==> config.mk <==
export PLATFORM = sky130hd
export DESIGN_NAME = decoder_select_arbiter
export DESIGN_NICKNAME = d
export VERILOG_FILES = /design/src/rtl/decoder_select_arbiter.sv
export SDC_FILE = /design/constraint.sdc
export NUM_CORES = 1
export LEC_CHECK = 0
export CAP_MARGIN = 10
export CORE_MARGIN = 4
export CORE_UTILIZATION = 26
export CTS_BUF_LIST = sky130_fd_sc_hd__clkbuf_16
export DETAILED_ROUTE_END_ITERATION = 8
export PLACE_DENSITY = 0.51
export SLEW_MARGIN = 25
export SYNTH_ARGS = -nofsm -noshare
export SYNTH_HDL_FRONTEND = slang
export SYNTH_SLANG_ARGS = --single-unit
export TNS_END_PERCENT = 30
==> constraint.sdc <==
create_clock -name clk -period 2.25 [get_ports clk]
set_input_delay 0.45 -clock clk [delete_from_list [all_inputs] [get_ports clk]]
set_output_delay 0.45 -clock clk [all_outputs]
set_load 0.05 [all_outputs]
==> src/rtl/decoder_select_arbiter.sv <==
// decoder_select_arbiter
//
// Round-robin arbiter and sequencer that shares one 3-to-8 decoder among
// NREQ requesters. A winner is picked, its 3-bit target address is latched
// onto dec_a, and after one settle cycle dec_en is held high for
// HOLD_CYCLES cycles. One guard cycle then follows with enable and grant low.
//
// Ports:
//   clk       in   rising-edge clock
//   reset     in   synchronous, active-high reset
//   req       in   [NREQ-1:0]   level request per requester
//   sel_addr  in   [3*NREQ-1:0] packed target addresses, requester i at [3*i+2:3*i]
//   dec_a     out  [2:0]        decoder address (registered, held in IDLE)
//   dec_en    out               decoder enable (registered, high only in ACTIVE)
//   grant     out  [NREQ-1:0]   one-hot current owner (registered)
//   done      out  [NREQ-1:0]   one-cycle pulse to the owner when its window closes
//   busy      out               high in SETUP, ACTIVE and RELEASE
//   dbg_state out  [1:0]        current FSM state (0 IDLE, 1 SETUP, 2 ACTIVE, 3 RELEASE)
//
// Request/grant protocol: req is a level. It is sampled only in IDLE and
// RELEASE. A winner sees grant one-hot from SETUP through the last ACTIVE
// cycle, then a single done pulse in RELEASE (grant is low on that cycle).
// The requester is expected to drop req after done; a req still high in
// RELEASE competes again at lowest priority. Dropping req or changing
// sel_addr while granted has no effect on the window in progress.

module decoder_select_arbiter #(
    parameter int NREQ        = 4,
    parameter int HOLD_CYCLES = 4
) (
    input  logic              clk,
    input  logic              reset,
    input  logic [NREQ-1:0]   req,
    input  logic [3*NREQ-1:0] sel_addr,
    output logic [2:0]        dec_a,
    output logic              dec_en,
    output logic [NREQ-1:0]   grant,
    output logic [NREQ-1:0]   done,
    output logic              busy,
    output logic [1:0]        dbg_state
);

    localparam int IDXW = (NREQ > 1) ? $clog2(NREQ) : 1;
    localparam int CW   = $clog2(HOLD_CYCLES) + 1;

    typedef enum logic [1:0] {
        IDLE    = 2'd0,
        SETUP   = 2'd1,
        ACTIVE  = 2'd2,
        RELEASE = 2'd3
    } state_t;

    state_t            state_q, state_d;
    logic [2:0]        dec_a_q, dec_a_d;
    logic              dec_en_q, dec_en_d;
    logic [NREQ-1:0]   grant_q, grant_d;
    logic [NREQ-1:0]   done_q, done_d;
    logic [IDXW-1:0]   last_q, last_d;
    logic [CW-1:0]     cnt_q, cnt_d;

    // Arbitration result, valid whenever any req bit is high.
    logic              win_found;
    logic [IDXW-1:0]   win_idx;
    logic [NREQ-1:0]   win_onehot;
    logic [2:0]        win_addr;

    // Round-robin search starting one past the last winner. Offset NREQ
    // wraps back to the last winner itself, so it is only re-granted when
    // nobody else is asking.
    always_comb begin
        win_found = 1'b0;
        win_idx   = '0;
        for (int k = 1; k <= NREQ; k++) begin
            if (!win_found && req[(int'(last_q) + k) % NREQ]) begin
                win_found = 1'b1;
                win_idx   = IDXW'((int'(last_q) + k) % NREQ);
            end
        end
    end

    assign win_onehot = NREQ'(1) << win_idx;
    assign win_addr   = sel_addr[3*int'(win_idx) +: 3];

    always_comb begin
        state_d  = state_q;
        dec_a_d  = dec_a_q;
        dec_en_d = 1'b0;
        grant_d  = grant_q;
        done_d   = '0;
        last_d   = last_q;
        cnt_d    = cnt_q;

        case (state_q)
            IDLE, RELEASE: begin
                if (win_found) begin
                    state_d = SETUP;
                    grant_d = win_onehot;
                    dec_a_d = win_addr;
                    last_d  = win_idx;
                end else begin
                    state_d = IDLE;
                    grant_d = '0;
                end
            end
            SETUP: begin
                state_d  = ACTIVE;
                dec_en_d = 1'b1;
                cnt_d    = CW'(HOLD_CYCLES - 1);
            end
            ACTIVE: begin
                if (cnt_q == '0) begin
                    // Window closes: hand the owner its done pulse and
                    // clear the grant in the same guard cycle.
                    state_d = RELEASE;
                    grant_d = '0;
                    done_d  = grant_q;
                end else begin
                    dec_en_d = 1'b1;
                    cnt_d    = cnt_q - CW'(1);
                end
            end
            default: begin
                state_d = IDLE;
                grant_d = '0;
            end
        endcase
    end

    always_ff @(posedge clk) begin
        if (reset) begin
            state_q  <= IDLE;
            dec_a_q  <= '0;
            dec_en_q <= 1'b0;
            grant_q  <= '0;
            done_q   <= '0;
            last_q   <= IDXW'(NREQ - 1);
            cnt_q    <= '0;
        end else begin
            state_q  <= state_d;
            dec_a_q  <= dec_a_d;
            dec_en_q <= dec_en_d;
            grant_q  <= grant_d;
            done_q   <= done_d;
            last_q   <= last_d;
            cnt_q    <= cnt_d;
        end
    end

    assign dec_a     = dec_a_q;
    assign dec_en    = dec_en_q;
    assign grant     = grant_q;
    assign done      = done_q;
    assign busy      = (state_q != IDLE);
    assign dbg_state = state_q;

endmodule

==> results of run 1 <==
## logic make-up (layout without fill, tap and decap cells)
group / count (synthesis) / in the layout / synth area share, %
buffers and inverters: 11 / 48 / 4.95
muxes: 3 / 3 / 3.55
and+or+nand+nor: 45 / 45 / 22.7
DFF: 19 / 19 / 38.6
adders and majority gates: 5 / 5 / 6.35
AOI/OAI and AO/OA: 34 / 34 / 23.9
## critical path: cells and delay by family
family                 cells  cell delay [ns]
AND/OR/NAND/NOR            2             0.63
buffers and inverters      1             0.48
AO/OA/AOI/OAI              3             0.69
## per-stage QoR
step | hold slack (ns) | area [um^2] | total power [uW] | setup TNS, ns | instances
final | 0.462 | 1450 | 2090 | 0 | 202
after global routing | 0.504 | 1450 | 2270 | 0 | 202
after CTS | 0.469 | 1450 | 2120 | 0 | 202
after detailed placement | 0.461 | 1380 | 1750 | -0.170 | 198
after global placement | 0.442 | 1380 | 1730 | -0.00319 | 198
after floorplan | 0.432 | 986 | 1390 | 0 | 117
## area by class of cell
type	count	area (um^2)	area share (%)
Timing Repair Buffer	36	348	23.9
Sequential cell	19	380	26.2
Clock inverter	1	3.75	0.258
Tap cell	48	60.1	4.13
Clock buffer	3	75.1	5.16
Multi-Input combinational cell	87	557	38.3
Inverter	8	30.0	2.07
## cell usage in the layout, fill, tap and decap left out, types with 4 or more instances in the layout
cell,synthesis,layout
ha_1,5,5
clkdlybuf4s50_1,0,31
a21oi_1,9,9
o21bai_1,4,4
nand2_1,17,17
buf_4,0,5
a211oi_1,6,6
inv_1,8,9
dfxtp_1,19,19
nor2_1,7,7
and2_1,4,4
or3_1,4,4
## worst max-delay path by stage
| stage | from | end | slack [ns] | cells past startpoint |
|---|---|---|---|---|
| finish | req[0] | grant[2] | 0.20 | 6 |
| detailed placement | req[0] | grant[2] | -0.06 | 6 |
| global route | req[0] | grant[2] | 0.03 | 6 |
| CTS | req[0] | grant[3] | 0.21 | 6 |
| global placement | req[0] | dec_a[1] | -0.003 | 6 |
| floorplan | dbg_state[0] | grant[1] | 0.13 | 6 |
## power breakdown
| part | leakage (uW) | switching [uW] | internal [uW] |
|---|---|---|---|
| combinational | 0.000385 | 751 | 455 |
| clock | 0.0000423 | 119 | 236 |
| sequential | 0.000156 | 80.6 | 448 |
| total | 0.000583 | 951 | 1140 |
## per-layer routing
| layer | up-vias | part of all wire [%] |
|---|---|---|
| met5 | - | 0 |
| met1 | 437 | 45 |
| met4 | 0 | 0.61 |
| met3 | 2 | 4.3 |
| li1 | 485 | - |
| met2 | 22 | 50 |
## flip-flops by register name, indices dropped and copies added (netlist names)
signal / cells
last_q: 2
dbg_state: 2
dec_a: 3
dec_en: 1
done: 4
cnt_q: 3
grant: 4
==> run metrics, run 1 <==
# rows=22; Mean Syn Cell Area=8.43 um^2; Post-synth EDFFs=0; CTS Buf Count=3; CTS root buffer=clkbuf_16; Vias=946; Post-CTS Setup Bufs=0; I/O pin total=33; critical path class=input pin to register; area grow syn2layout=47.5%; Worst Path Required=2.43 ns; worst vdd ir=0.615 mV; status=finished clean; gr usage total=11.1%; Final min period=2.05 ns; Worst slew margin=66.6%; total core area=3660 um^2; crit-path cells=clkdlybuf4s50_1, o21a_1, o21ai_0, nand3b_1, or3_1, a21oi_1; GP Congestion=0.766; GRT Residual Overflow=0; fillers=371; FF-to-FF Start=dbg_state[1]; htree depth=1; Fin Clk Skew=0.00279 ns; GRT met2 Usage=19.1%; R2R setup slack=0.42 ns; residual DRC count=0; Antenna Cells=0; slowest stage delay, CP=0.48 ns; Post-Place Setup Slack=-0.0553 ns; largest net degree at the start of global routing=14; Die Span X=69.6 um; initial core utilization=26.9%; busiest layer in global routing=met2; Reg clk slew, reported paths=0.05 ns; # hold bufs at CTS=0; Worst Hold Class=register to register; Post-DRT Antenna Nets=0; maximum clock path buffer count=2; Cell Area, Synth=986 um^2; die area=4840 um^2; Synth warnings=0; hold path startpoint=cnt_q[0]; Reg2Reg Depth=6; Final nets=178; Max FO, Critical Path=5; slowest CP cell=clkdlybuf4s50_1; fraction of registers with async set/reset=0%; fraction of layout cells with a size suffix above 1=9.09%; HPWL after DPL=2.03 mm; die height=69.6 um; Resize count post-CTS=0; Pre-antenna DRT Iters=4; syn_nets=140; DRT iter0 DRCs=14; Critical Path End Type=register; Area contributors post-synth=dfxtp_1 39%, nand2_1 6.5%, ha_1 6.3%, a21oi_1 4.6%, a211oi_1 4.6%; top cell type's share of synthesized area=38.6%; final WL=2.47 mm; Final Util=39.7%; DR vias/cell=4.68; register area share after synthesis=38.6%; Pwr Density=1440 nW/um^2; most frequent cells after synthesis=19 x dfxtp_1, 17 x nand2_1, 9 x a21oi_1; final setup fails=0; Max Freq=488 MHz; port bufs=32; ys flop type=dfxtp_1; cell count after synthesis=117; max-slew violations=0; reg2reg end=grant[1]; DR WL/cell=12.2 um; first-pass GRT wire length=4.46 mm; share of the clock period used by the worst path=91.1%; Hold EP=cnt_q[0]; dominant cell type by area after synthesis=dfxtp_1; measured slew at the worst slew-check pin=0.499 ns; initial antenna violation count=0; vias in the first global route=1024; Hold Path Stages=2; post-route worst setup slack=0.199 ns; cell with the most instances after synthesis=dfxtp_1; max-cap viol count=0; Static Leak=0.000583 uW; RSZ-0062 raised after global routing=no; clk_lat worst skew=0.25 ns; GR Util met3=2.75%; post-synth cell types=34; crit path DAT=2.23 ns; Fin. Hold Viols=0; CTS tree=built; TritonCTS Sinks=19; #FFs+latches synth=19; nature of the critical path startpoint=input pin; met1 Use GR=13.6%
(Power assumes the default switching activity.)
==> inputs of run 2 (changes only) <==
--- a/config.mk
+++ b/config.mk
@@ -11,6 +11,7 @@
 export CTS_BUF_LIST = sky130_fd_sc_hd__clkbuf_16
 export DETAILED_ROUTE_END_ITERATION = 8
 export PLACE_DENSITY = 0.51
+export SETUP_SLACK_MARGIN = 0.1
 export SLEW_MARGIN = 25
 export SYNTH_ARGS = -nofsm -noshare
 export SYNTH_HDL_FRONTEND = slang
==> run metrics, run 2 (synthesis gave the netlist of run 1 again) <==
DR WL/cell=12.2 um (unchanged); area grow syn2layout=47.5% (unchanged); total core area=3660 um^2 (unchanged); commonest cells after routing, fill and taps aside=31 x clkdlybuf4s50_1, 19 x dfxtp_1, 17 x nand2_1; crit path DAT=2.19 ns (-0.04 ns); port bufs=32 (unchanged); reg2reg end=grant[1]; max-cap viol count=0 (unchanged); Reg clk slew, reported paths=0.05 ns (about the same); GRT Residual Overflow=0 (unchanged); Post-DRT Antenna Nets=0 (unchanged); DRT iter0 DRCs=14 (unchanged); critical path class=input pin to register; fraction of layout cells with a size suffix above 1=9.09% (unchanged); post-route insts no fill=202 (unchanged); Pwr Density=1440 nW/um^2 (about the same); R2R setup slack=0.42 ns (about the same); Antenna Cells=0 (unchanged); measured slew at the worst slew-check pin=0.499 ns (unchanged); Max FO, Critical Path=6 (+1); Hold Path Stages=2 (unchanged); nature of the critical path startpoint=input pin; final WL=2.47 mm (unchanged); CTS root buffer=clkbuf_16; placed cell count=198 (unchanged); residual DRC count=0 (unchanged); I/O pin total=33 (unchanged); worst vdd ir=0.615 mV (about the same); post-route cell area=1450 um^2 (unchanged); Worst slew margin=66.6% (unchanged); Fin Clk Skew=0.00279 ns (unchanged); GP Congestion=0.766 (unchanged); initial core utilization=26.9% (unchanged); placed cell area=1380 um^2 (unchanged); FF-to-FF Start=dbg_state[1]; Final nets=178 (unchanged); HPWL after DPL=2.03 mm (unchanged); # rows=22 (unchanged); RSZ-0062 raised after global routing=no; Final min period=2.01 ns (-0.0377 ns); clk_lat worst skew=0.25 ns (about the same); Pre-antenna DRT Iters=4 (unchanged); hold path startpoint=cnt_q[0]; gr usage total=11.1% (unchanged); Fin. Hold Viols=0 (unchanged); die height=69.6 um (unchanged); CTS tree=built; crit path from=req[3]; status=finished clean; Critical Path End Type=register; Die Span X=69.6 um (unchanged); Tot Pwr=2090 uW (about the same); Vias=946 (unchanged); Hold EP=cnt_q[0]; first-pass GRT wire length=4.46 mm (unchanged); vias in the first global route=1024 (unchanged); Reg2Reg Depth=6 (unchanged); htree depth=1 (unchanged); CTS Buf Count=3 (unchanged); Static Leak=0.000583 uW (about the same); die area=4840 um^2 (unchanged); final hold slack=0.462 ns (unchanged); Worst Hold Class=register to register; maximum clock path buffer count=2 (unchanged); final setup fails=0 (unchanged); max-slew violations=0 (unchanged); Max Freq=497 MHz (+1.9%); Worst Path Required=2.43 ns (about the same); commonest non-fill, non-tap cell in the layout=clkdlybuf4s50_1; share of the clock period used by the worst path=89.5% (-1.7 points); DR vias/cell=4.68 (unchanged); TritonCTS Sinks=19 (unchanged); largest net degree at the start of global routing=14 (unchanged); fillers=371 (unchanged); initial antenna violation count=0 (unchanged)
[run 2: cell counts in the layout (fill, tap and decap cells not counted)]
No cell type changed its count.
[run 2: what timing repair did]
item / 4_1_cts / 5_1_grt
buffers inserted: 0 / 0
gates resized for setup: 0 / 1
hold buffers: 0 / 0
endpoints found under the setup margin: 0 / 3
[run 2: routing by layer]
metal,GRT usage (%),vias to the layer above,wire length (um)
li1,-,485,-
met1,13.6,437,1100
met2,19.1,22,1250
met3,2.75,2,105
met4,3.69,0,15
met5,0,-,0
[run 2: worst max path at each step]
stage	to	slack, ns
global route	grant[1]	0.14
detailed placement	grant[2]	-0.06
global placement	dec_a[1]	-0.003
CTS	grant[3]	0.21
floorplan	grant[1]	0.13
finish	grant[1]	0.24
[run 2: final cells by class]
cell class | instances | area, um^2 | share of cell area, %
clock buffer | 3 | 75.1 | 5.16
clock inverter | 1 | 3.75 | 0.258
inverter | 8 | 30.0 | 2.07
multi-input combinational | 87 | 557 | 38.3
sequential | 19 | 380 | 26.2
tap | 48 | 60.1 | 4.13
timing repair buffer | 36 | 348 | 23.9
[run 2: critical path: stages]
cell	delay [ns]
clkdlybuf4s50_1	0.55
nor4_1	0.09
buf_4	0.14
or2_2	0.29
a21o_2	0.23
or3_1	0.32
a21oi_2	0.12
[run 2: power by group]
group	total (uW)	internal (uW)	leakage [uW]	switching [uW]
clock network	355	236	0.0000423	119
logic	1210	456	0.000385	751
registers	529	448	0.000156	80.7
total	2090	1140	0.000583	951
[run 2: metrics by stage]
step	setup slack [ns]	TNS, ns	util [%]
floorplan	0.126	0	-
global placement	-0.00319	-0.00319	37.6
detailed placement	-0.0553	-0.170	37.6
CTS	0.205	0	39.7
global route	0.140	0	39.7
finish	0.237	0	39.7
